File: src/rtl/arm_pkg.sv
// Shared types and constants for the ARM pipeline control slice.
package arm_pkg;

    localparam int REG_IDX_W = 4;

    typedef enum logic [1:0] {
        RUN  = 2'd0,
        WAIT = 2'd1,
        DONE = 2'd2
    } mem_state_e;

    typedef enum logic [1:0] {
        FWD_RF  = 2'd0,
        FWD_EXE = 2'd1,
        FWD_WB  = 2'd2
    } fwd_sel_e;

endpackage

File: src/rtl/pipeline_ctrl_if.sv
// Hazard/stall control bus between the pipeline datapath (master) and pipeline_ctrl (slave).
interface pipeline_ctrl_if
    import arm_pkg::*;
#(
    parameter int CNT_W = 16
) ();

    logic [REG_IDX_W-1:0] src1;
    logic [REG_IDX_W-1:0] src2;
    logic                 src1_valid;
    logic                 two_src;
    logic                 exe_wb_en;
    logic [REG_IDX_W-1:0] exe_dest;
    logic                 exe_mem_read_en;
    logic                 mem_wb_en;
    logic [REG_IDX_W-1:0] mem_dest;
    logic                 mem_access;
    logic                 branch_taken;

    logic                 freeze_front;
    logic                 freeze_all;
    logic                 flush;
    logic                 bubble;
    logic [1:0]           fwd_sel1;
    logic [1:0]           fwd_sel2;
    logic                 mem_busy;
    logic [CNT_W-1:0]     stall_cycles;

    modport master (
        output src1, src2, src1_valid, two_src, exe_wb_en, exe_dest, exe_mem_read_en,
               mem_wb_en, mem_dest, mem_access, branch_taken,
        input  freeze_front, freeze_all, flush, bubble, fwd_sel1, fwd_sel2, mem_busy,
               stall_cycles
    );

    modport slave (
        input  src1, src2, src1_valid, two_src, exe_wb_en, exe_dest, exe_mem_read_en,
               mem_wb_en, mem_dest, mem_access, branch_taken,
        output freeze_front, freeze_all, flush, bubble, fwd_sel1, fwd_sel2, mem_busy,
               stall_cycles
    );

endinterface

File: src/rtl/pipeline_ctrl_hazard_unit.sv
// Combinational RAW hazard detection and forwarding selects.
// Forwarding is enabled by defining PIPE_CTRL_FORWARDING_EN.
module hazard_unit
    import arm_pkg::*;
(
    input  logic [REG_IDX_W-1:0] src1,
    input  logic [REG_IDX_W-1:0] src2,
    input  logic                 src1_valid,
    input  logic                 two_src,
    input  logic                 exe_wb_en,
    input  logic [REG_IDX_W-1:0] exe_dest,
    input  logic                 exe_mem_read_en,
    input  logic                 mem_wb_en,
    input  logic [REG_IDX_W-1:0] mem_dest,
    output logic                 hz,
    output fwd_sel_e             fwd_sel1,
    output fwd_sel_e             fwd_sel2
);

    logic s1_exe, s1_mem, s2_exe, s2_mem;

    assign s1_exe = src1_valid & exe_wb_en & (exe_dest == src1);
    assign s1_mem = src1_valid & mem_wb_en & (mem_dest == src1);
    assign s2_exe = two_src    & exe_wb_en & (exe_dest == src2);
    assign s2_mem = two_src    & mem_wb_en & (mem_dest == src2);

`ifdef PIPE_CTRL_FORWARDING_EN
    // Only a load in EXE cannot be bypassed: its data exists one cycle too late.
    assign hz       = exe_mem_read_en & (s1_exe | s2_exe);
    assign fwd_sel1 = s1_exe ? FWD_EXE : (s1_mem ? FWD_WB : FWD_RF);
    assign fwd_sel2 = s2_exe ? FWD_EXE : (s2_mem ? FWD_WB : FWD_RF);
`else
    logic unused_load;

    assign unused_load = exe_mem_read_en;
    assign hz          = s1_exe | s1_mem | s2_exe | s2_mem;
    assign fwd_sel1    = FWD_RF;
    assign fwd_sel2    = FWD_RF;
`endif

endmodule

File: src/rtl/pipeline_ctrl.sv
// Pipeline hazard/stall sequencer: memory wait-state FSM, control priority and stall counter.
// Optional forwarding via PIPE_CTRL_FORWARDING_EN (handled in hazard_unit).
module pipeline_ctrl
    import arm_pkg::*;
#(
    parameter int MEM_WAIT_CYCLES = 4,
    parameter int CNT_W           = 16
) (
    input  logic           clk,
    input  logic           rst,
    pipeline_ctrl_if.slave bus
);

    localparam int  WCNT_W       = (MEM_WAIT_CYCLES > 2) ? $clog2(MEM_WAIT_CYCLES) : 1;
    localparam bit  MEM_STALL_EN = (MEM_WAIT_CYCLES > 0);
    localparam logic [WCNT_W-1:0] WAIT_LOAD =
        WCNT_W'((MEM_WAIT_CYCLES > 0) ? MEM_WAIT_CYCLES - 1 : 0);

    mem_state_e        state_q, state_d;
    logic [WCNT_W-1:0] wait_q, wait_d;
    logic [CNT_W-1:0]  stall_q;
    logic              hz;
    logic              freeze_all;
    logic              freeze_front;
    fwd_sel_e          fwd1, fwd2;

    hazard_unit u_hazard (
        .src1            (bus.src1),
        .src2            (bus.src2),
        .src1_valid      (bus.src1_valid),
        .two_src         (bus.two_src),
        .exe_wb_en       (bus.exe_wb_en),
        .exe_dest        (bus.exe_dest),
        .exe_mem_read_en (bus.exe_mem_read_en),
        .mem_wb_en       (bus.mem_wb_en),
        .mem_dest        (bus.mem_dest),
        .hz              (hz),
        .fwd_sel1        (fwd1),
        .fwd_sel2        (fwd2)
    );

    // NOTE: every variable gets a default before the case, so no path can infer a latch.
    always_comb begin
        state_d = state_q;
        wait_d  = wait_q;
        unique case (state_q)
            RUN: begin
                if (MEM_STALL_EN && bus.mem_access) begin
                    if (MEM_WAIT_CYCLES == 1) begin
                        state_d = DONE;
                    end else begin
                        state_d = WAIT;
                        wait_d  = WAIT_LOAD;
                    end
                end
            end
            WAIT: begin
                // The counter reaches zero on the edge that enters DONE (the release cycle).
                wait_d = wait_q - 1'b1;
                if (wait_q == WCNT_W'(1)) state_d = DONE;
            end
            DONE:    state_d = RUN;
            default: state_d = RUN;
        endcase
    end

    // NOTE: sequential state uses non-blocking assignments so all registers update together.
    always_ff @(posedge clk or negedge rst) begin
        if (!rst) begin
            state_q <= RUN;
            wait_q  <= '0;
        end else begin
            state_q <= state_d;
            wait_q  <= wait_d;
        end
    end

    assign freeze_all   = ((state_q == RUN) && bus.mem_access && MEM_STALL_EN) ||
                          (state_q == WAIT);
    // A frozen branch waits for the release cycle; a taken branch discards the ID hazard.
    assign freeze_front = !freeze_all && !bus.branch_taken && hz;

    always_ff @(posedge clk or negedge rst) begin
        if (!rst) begin
            stall_q <= '0;
        end else if ((freeze_front || freeze_all) && (stall_q != '1)) begin
            stall_q <= stall_q + 1'b1;
        end
    end

    assign bus.freeze_all   = freeze_all;
    assign bus.freeze_front = freeze_front;
    assign bus.bubble       = freeze_front;
    assign bus.flush        = !freeze_all && bus.branch_taken;
    assign bus.fwd_sel1     = fwd1;
    assign bus.fwd_sel2     = fwd2;
    assign bus.mem_busy     = (state_q != RUN);
    assign bus.stall_cycles = stall_q;

endmodule
File: src/flat_wrapper.sv
// flat-port wrapper written by rule: the top's interface ports become plain ports
module pipeline_ctrl_flat import arm_pkg::*;
#(
    parameter int MEM_WAIT_CYCLES = 4,
    parameter int CNT_W           = 16
)
  (clk, rst, bus_src1, bus_src2, bus_src1_valid, bus_two_src, bus_exe_wb_en, bus_exe_dest, bus_exe_mem_read_en, bus_mem_wb_en, bus_mem_dest, bus_mem_access, bus_branch_taken, bus_freeze_front, bus_freeze_all, bus_flush, bus_bubble, bus_fwd_sel1, bus_fwd_sel2, bus_mem_busy, bus_stall_cycles);
  pipeline_ctrl_if #(.CNT_W(CNT_W)) bus_i ();
  input  logic clk;
  input  logic rst;
  input wire logic [$bits(bus_i.src1)-1:0] bus_src1;
  input wire logic [$bits(bus_i.src2)-1:0] bus_src2;
  input wire logic [$bits(bus_i.src1_valid)-1:0] bus_src1_valid;
  input wire logic [$bits(bus_i.two_src)-1:0] bus_two_src;
  input wire logic [$bits(bus_i.exe_wb_en)-1:0] bus_exe_wb_en;
  input wire logic [$bits(bus_i.exe_dest)-1:0] bus_exe_dest;
  input wire logic [$bits(bus_i.exe_mem_read_en)-1:0] bus_exe_mem_read_en;
  input wire logic [$bits(bus_i.mem_wb_en)-1:0] bus_mem_wb_en;
  input wire logic [$bits(bus_i.mem_dest)-1:0] bus_mem_dest;
  input wire logic [$bits(bus_i.mem_access)-1:0] bus_mem_access;
  input wire logic [$bits(bus_i.branch_taken)-1:0] bus_branch_taken;
  output wire logic [$bits(bus_i.freeze_front)-1:0] bus_freeze_front;
  output wire logic [$bits(bus_i.freeze_all)-1:0] bus_freeze_all;
  output wire logic [$bits(bus_i.flush)-1:0] bus_flush;
  output wire logic [$bits(bus_i.bubble)-1:0] bus_bubble;
  output wire logic [$bits(bus_i.fwd_sel1)-1:0] bus_fwd_sel1;
  output wire logic [$bits(bus_i.fwd_sel2)-1:0] bus_fwd_sel2;
  output wire logic [$bits(bus_i.mem_busy)-1:0] bus_mem_busy;
  output wire logic [$bits(bus_i.stall_cycles)-1:0] bus_stall_cycles;
  assign bus_i.src1 = bus_src1;
  assign bus_i.src2 = bus_src2;
  assign bus_i.src1_valid = bus_src1_valid;
  assign bus_i.two_src = bus_two_src;
  assign bus_i.exe_wb_en = bus_exe_wb_en;
  assign bus_i.exe_dest = bus_exe_dest;
  assign bus_i.exe_mem_read_en = bus_exe_mem_read_en;
  assign bus_i.mem_wb_en = bus_mem_wb_en;
  assign bus_i.mem_dest = bus_mem_dest;
  assign bus_i.mem_access = bus_mem_access;
  assign bus_i.branch_taken = bus_branch_taken;
  assign bus_freeze_front = bus_i.freeze_front;
  assign bus_freeze_all = bus_i.freeze_all;
  assign bus_flush = bus_i.flush;
  assign bus_bubble = bus_i.bubble;
  assign bus_fwd_sel1 = bus_i.fwd_sel1;
  assign bus_fwd_sel2 = bus_i.fwd_sel2;
  assign bus_mem_busy = bus_i.mem_busy;
  assign bus_stall_cycles = bus_i.stall_cycles;
  pipeline_ctrl #(.MEM_WAIT_CYCLES(MEM_WAIT_CYCLES), .CNT_W(CNT_W)) u_core (.clk(clk), .rst(rst), .bus(bus_i));
endmodule
File: config.mk
export PLATFORM = sky130hd
export DESIGN_NAME = pipeline_ctrl_flat
export DESIGN_NICKNAME = d
export VERILOG_FILES = /design/src/rtl/arm_pkg.sv /design/src/rtl/pipeline_ctrl_if.sv /design/src/rtl/pipeline_ctrl_hazard_unit.sv /design/src/rtl/pipeline_ctrl.sv /design/src/flat_wrapper.sv
export SDC_FILE = /design/constraint.sdc
export NUM_CORES = 1
export LEC_CHECK = 0
export ABC_AREA = 1
export CORE_MARGIN = 1.5
export CORE_UTILIZATION = 35
export CTS_CLUSTER_DIAMETER = 150
export CTS_CLUSTER_SIZE = 28
export DETAILED_ROUTE_END_ITERATION = 16
export PLACE_DENSITY = 0.64
export SLEW_MARGIN = 15
export SYNTH_ARGS = -nofsm -noshare
export SYNTH_HDL_FRONTEND = slang
export SYNTH_SLANG_ARGS = --single-unit
export TNS_END_PERCENT = 100
File: constraint.sdc
create_clock -name clk -period 1.45 [get_ports clk]
set_clock_uncertainty 0.1 [all_clocks]
set_input_delay 0.2175 -clock clk [delete_from_list [all_inputs] [get_ports clk]]
set_output_delay 0.2175 -clock clk [all_outputs]
set_load 0.005 [all_outputs]
==> metrics, run 1 <==
row count=23; GR Overflow Total=0; YS warnings=0; final cycle utilization of the critical path=1.145; Top-Level Pins=50; root buffer cell=clkbuf_8; dpl hpwl=3213 um; Leak=1.459 nW; min Tclk post-route=1.660 ns; Switching Fraction=0.3711; Max Cap Violations=0; Pre-antenna DRT Iters=4; Placed Cells=374; PortBufs=44; via-per-instance ratio=4.427; critical path fanouts, max=2; Final Max Slew Viols=0; final setup vio count=21; unique cell type count in the Yosys netlist=28; largest net degree at the start of global routing=21; Clock transition at path regs=0.07 ns; Sink Count=20; Placement Setup Slack=-0.6867 ns; PnR worst setup slack=-0.2103 ns; commonest cells after routing, fill and taps aside=nand2_1, buf_4, dlygate4sd2_1, inv_1, nand3_1; Clk pwr share=0.111; Final Wtd Congestion=0.9090; initial antenna violation count=0; WL final=4107 um; CTS Buffer Depth=2; top_reg_cell synth=dfrtp_1; sequential share of power=0.235; Comb power frac=0.654; die height=69.47 um; wire per inst=10.50 um; die footprint=4826 um2; Cell Pwr Density=1296 nW/um2; area delta synth->final=65.29%; Fin. Hold Viols=0; Max Freq=602.3 MHz; Max VDD drop=0.5515 mV; # nets final=370; vias in the first global route=1605; Gate Count Post-Synth=239; fillers=385; share of cells above drive strength 1=0.3079; area of placed instances=2359 um2; Setup crit end kind=output port; GRT Overall Usage=0.1733; cell area after layout=2556 um2; Syn Area/Cell=6.471 um2; H-tree Lvls=1; Internal=2.083 mW; Setup TNS Final=-3.393 ns; P_sw=1.229 mW; # DRC=0; Iteration-0 DRC Markers=83; Cell Area, Synth=1546 um2; Initial Utilization=0.3758; share of the synthesized area in the top cell type=0.3236; crit path launch type=flip-flop; hold_ws=0.2024 ns; failing checks=setup timing; Seq/Total Area, Yosys=0.3236; worst min path class=in2async; core footprint=4115 um2; top cells by area, synth=dfrtp_1, nand2_1, inv_1; ant diodes=0; Synth area leader=dfrtp_1; status=complete, but fails checks; first-pass GRT wire length=6824 um; commonest non-fill, non-tap cell in the layout=nand2_1; antenna viol nets, final=0; RSZ-0062 raised after global routing=true; Post-synth EDFFs=0; critical path class=reg2out; Worst EP arrival=1.34 ns; FFs w/ async S/R, synth=1.000; CTS tree=done; DR vias=1731; total CTS buffers=3; final non-filler cell total=391; #FFs+latches synth=20; worst skew pair latency=0.26 ns; Die Span X=69.47 um; Crit path required time=1.13 ns
-- routing by layer --
metal,wire (um),share of wire,track usage
met5,0,0,0
met4,66,0.016,0.06972
met3,108,0.026,0.02180
met2,1901,0.46,0.2821
met1,2031,0.49,0.2326
-- synth_stat cells (all sizes together) (2+ instances only) --
cell and count:
nand2 89, a21oi 2, xnor2 2, nor3 9, buf 8, nand3 29, dfrtp 20, xor2 4
nor2 22, o21ai 5, inv 41, ha 2
-- area by class of cell --
type	count	area, um2	share of cell area
multi-input combinational	173	903.4	0.3534
timing repair buffer	104	894.6	0.3500
sequential	20	500.5	0.1958
inverter	41	153.9	0.06021
tap	50	62.56	0.02447
clock buffer	3	41.29	0.01615
-- registers in the layout, indices dropped and copies added (netlist names) --
signal	cells
u_core.wait_q	2
u_core.bus.stall_cycles	16
u_core.state_q	2
-- critical path, cell delays in order, from the launching register on --
cell and delay (ns):
dfrtp_1 0.38, inv_1 0.07, nor2_2 0.05, inv_2 0.06, nand2_2 0.05, or2_1 0.20, inv_1 0.06, o21ai_2 0.06
inv_1 0.06, buf_2 0.10
-- repair_timing --
item | 4_1_cts | 5_1_grt
pin swaps | 8 | 8
hold buffers | 0 | 0
cloned | 1 | 0
gates resized for setup | 74 | 14
endpoints found under the setup margin | 37 | 23
buffers inserted | 15 | 1
-- kinds of logic after synthesis --
group / Yosys count / share of synthesized area
AOI/OAI and AO/OA: 8 / 0.02993
xor gates and xnor gates: 6 / 0.03398
adders and majority gates: 2 / 0.01618
buffers and inverters: 49 / 0.1456
DFF: 20 / 0.3236
muxes: 1 / 0.006473
other: 1 / 0.002425
and+or+nand+nor: 152 / 0.4417
-- final timing paths --
check | start | end | slack (ns) | cells past startpoint
min in group clk | u_core.wait_q[0] | u_core.wait_q[0] | 0.38 | 1
max in group asynchronous | rst | u_core.bus.stall_cycles[8] | 0.84 | 2
min reg2reg | u_core.wait_q[0] | u_core.wait_q[0] | 0.38 | 1
min | rst | u_core.bus.stall_cycles[14] | 0.20 | 2
max | u_core.state_q[0] | bus_freeze_front | -0.21 | 9
max reg2reg | u_core.state_q[0] | u_core.bus.stall_cycles[12] | -0.18 | 13
-- per-stage QoR --
stage | util | power (mW)
6_report | 0.6212 | 3.313
5_1_grt | 0.6212 | 3.579
4_1_cts | 0.6099 | 3.224
3_5_place_dp | 0.5731 | 2.499
3_3_place_gp | 0.5731 | 2.468
2_1_floorplan | - | 1.608
-- power groups by stage --
| stage | registers [mW] | clock network [mW] | logic [mW] |
|---|---|---|---|
| after floorplan | 0.832 | 0 | 0.776 |
| after global placement | 0.797 | 0 | 1.67 |
| after detailed placement | 0.801 | 0 | 1.70 |
| after CTS | 0.779 | 0.381 | 2.06 |
| after global routing | 0.797 | 0.400 | 2.38 |
| final | 0.778 | 0.367 | 2.17 |
Power figures use the tool's default switching activity.
==> inputs of run 2 (changes only) <==
--- a/config.mk
+++ b/config.mk
@@ -5,13 +5,12 @@
 export SDC_FILE = /design/constraint.sdc
 export NUM_CORES = 1
 export LEC_CHECK = 0
-export ABC_AREA = 1
 export CORE_MARGIN = 1.5
 export CORE_UTILIZATION = 35
 export CTS_CLUSTER_DIAMETER = 150
 export CTS_CLUSTER_SIZE = 28
 export DETAILED_ROUTE_END_ITERATION = 16
-export PLACE_DENSITY = 0.64
+export PLACE_DENSITY = 0.67
 export SLEW_MARGIN = 15
 export SYNTH_ARGS = -nofsm -noshare
 export SYNTH_HDL_FRONTEND = slang
==> run 2 against run 1 <==
Synthesized cell count decreased by 44%. The flow still finishes with violations (setup timing). Core utilization increased by 5.6 points. Sequential power increased by 8.2%. Area after synthesis fell by 16%. Die area is 15% lower. First-iteration DRC count decreased by 46%.
==> metrics, run 2 <==
antenna viol nets, final=0; GR Overflow Total=0; Leak=1.072 nW; root buffer cell=clkbuf_8; Setup crit end kind=flip-flop; CTS tree=done; # nets final=251; Iteration-0 DRC Markers=45; critical path class=reg2reg; fin util=0.6768; Final Max Slew Viols=0; first-pass GRT wire length=6382 um; Setup TNS Final=-6.184 ns; worst min path class=in2async; RSZ-0062 raised after global routing=true; area of placed instances=2062 um2; core footprint=3442 um2; YS warnings=0; PortBufs=44; DR vias=1324; Max Freq=543.7 MHz; min Tclk post-route=1.839 ns; Cell Pwr Density=1285 nW/um2; Die Span X=63.98 um; WL final=3921 um; H-tree Lvls=1; CP cell instances=ha_2, and3_4, nand4_1, buf_4, nor3_4, a21oi_2, mux2_4; final cycle utilization of the critical path=1.269; footprint of the multi-input gates=929.6 um2; Final Wtd Congestion=0.7907; Worst EP arrival=1.89 ns; hold_ws=0.1890 ns; Gate Count Post-Synth=134; Commonest cells post-synth=dfrtp_1, xor2_1, nand2_1, nor2_1, a211oi_1; Top-Level Pins=50; GRT Overall Usage=0.1972; area delta synth->final=79.04%; Clock transition at path regs=0.08 ns; top cells by area, synth=dfrtp_1, xor2_1, xnor2_1; number of flip-flops in the largest register=16; vias in the first global route=1389; critical path fanouts, max=3; Placed Cells=256; cts hold-fix bufs=0; top_reg_cell synth=dfrtp_1; Post-synth EDFFs=0; share of cells above drive strength 1=0.5022; Max VDD drop=1.024 mV; failing checks=setup timing; Crit path required time=1.50 ns; FF/Latch Area=500.5 um2; final setup vio count=21; FFs w/ async S/R, synth=1.000; Reg2Reg Depth=7; fillers=279; final non-filler cell total=269; unique cell type count in the Yosys netlist=33; commonest non-fill, non-tap cell in the layout=buf_4; Syn Area/Cell=9.711 um2; die height=63.98 um; dpl hpwl=2759 um; ant diodes=0; Seq/Total Area, Yosys=0.3846; Final Power=2.993 mW; share of the synthesized area in the top cell type=0.3846; worst skew pair latency=0.26 ns; status=complete, but fails checks; row count=21; Pre-antenna DRT Iters=4; Sink Count=20; Max Cap Violations=0; # DRC=0; cell area after layout=2330 um2; Placement Setup Slack=-1.072 ns; largest net degree at the start of global routing=21; Initial Utilization=0.3780; die footprint=4093 um2; max incr delay on CP=0.36 ns; top-count cell post-synth=dfrtp_1; crit path launch type=flip-flop; Fin. Hold Viols=0; via-per-instance ratio=4.922; Synth area leader=dfrtp_1; PnR worst setup slack=-0.3894 ns; commonest cells after routing, fill and taps aside=buf_4, dfrtp_1, buf_6, dlygate4sd2_1, xor2_1; CP max-delay cell=dfrtp_1; wire per inst=14.58 um; CTS Buffer Depth=2; Cell Area, Synth=1301 um2; initial antenna violation count=0; total CTS buffers=3; #FFs+latches synth=20
[run 2: cell count changes in the layout (fill, tap and decap cells not counted), moves of 5 or more]
cell,before,now
dlygate4sd2_1,31,18
nand2_1,80,7
buf_6,10,19
nand3_1,27,5
a211oi_2,0,8
xor2_1,4,14
nand2_2,7,1
nor2_1,16,7
buf_4,49,40
xor2_2,0,5
inv_2,11,0
inv_1,30,5
[run 2: critical path, delay by kind of cell (launching register included)]
kind / cells / cell delay, ns
AND/OR/NAND/NOR: 3 / 0.49
flip-flops: 1 / 0.36
AO/OA/AOI/OAI: 1 / 0.08
adder cells (fa/ha/maj): 1 / 0.19
buffers and inverters: 1 / 0.20
multiplexers: 1 / 0.30
[run 2: where the power goes]
part	total [mW]	switching [mW]	internal [mW]
Combinational	1.72	0.740	0.975
Sequential	0.842	0.109	0.733
Clock	0.436	0.194	0.242
[run 2: final timing paths]
check                                      startpoint  slack (ns)                     endpoint
max in group asynchronous                         rst        0.85  u_core.bus.stall_cycles[15]
min                                               rst        0.19            u_core.state_q[0]
max                        u_core.bus.stall_cycles[1]       -0.39   u_core.bus.stall_cycles[1]
min in group clk                     u_core.wait_q[1]        0.42             u_core.wait_q[1]
min reg2reg                          u_core.wait_q[1]        0.42             u_core.wait_q[1]
max reg2reg                u_core.bus.stall_cycles[1]       -0.39   u_core.bus.stall_cycles[1]
[run 2: routing by layer]
metal,up-vias,track usage,share of wire
li1,638,-,-
met1,641,0.2464,0.39
met2,41,0.3451,0.55
met3,4,0.03873,0.054
met4,0,0.05163,0.0069
met5,-,0,0
[run 2: logic make-up (layout without fill, tap and decap cells)]
group | after synthesis | count (layout) | share of synthesized area
multiplexers | 2 | 2 | 0.02019
flip-flops | 20 | 20 | 0.3846
AND/OR/NAND/NOR | 45 | 45 | 0.1827
buffers and inverters | 14 | 100 | 0.06058
other | 1 | 4 | 0.002882
AO/OA/AOI/OAI | 24 | 24 | 0.1548
adder cells (fa/ha/maj) | 2 | 2 | 0.01923
XOR/XNOR | 26 | 26 | 0.1750
[run 2: cell type report]
cell class              count  area share
inverters                   6     0.01074
well taps                  46     0.02470
clock buffers               4     0.02363
multi-input cells         103      0.3990
repair buffers             90      0.3271
flip-flops and latches     20      0.2148
[run 2: repair_timing]
item / 4_1_cts / 5_1_grt
pin swaps: 33 / 14
setup endpoints to repair: 37 / 24
resized for setup: 135 / 30
setup buffers: 8 / 3
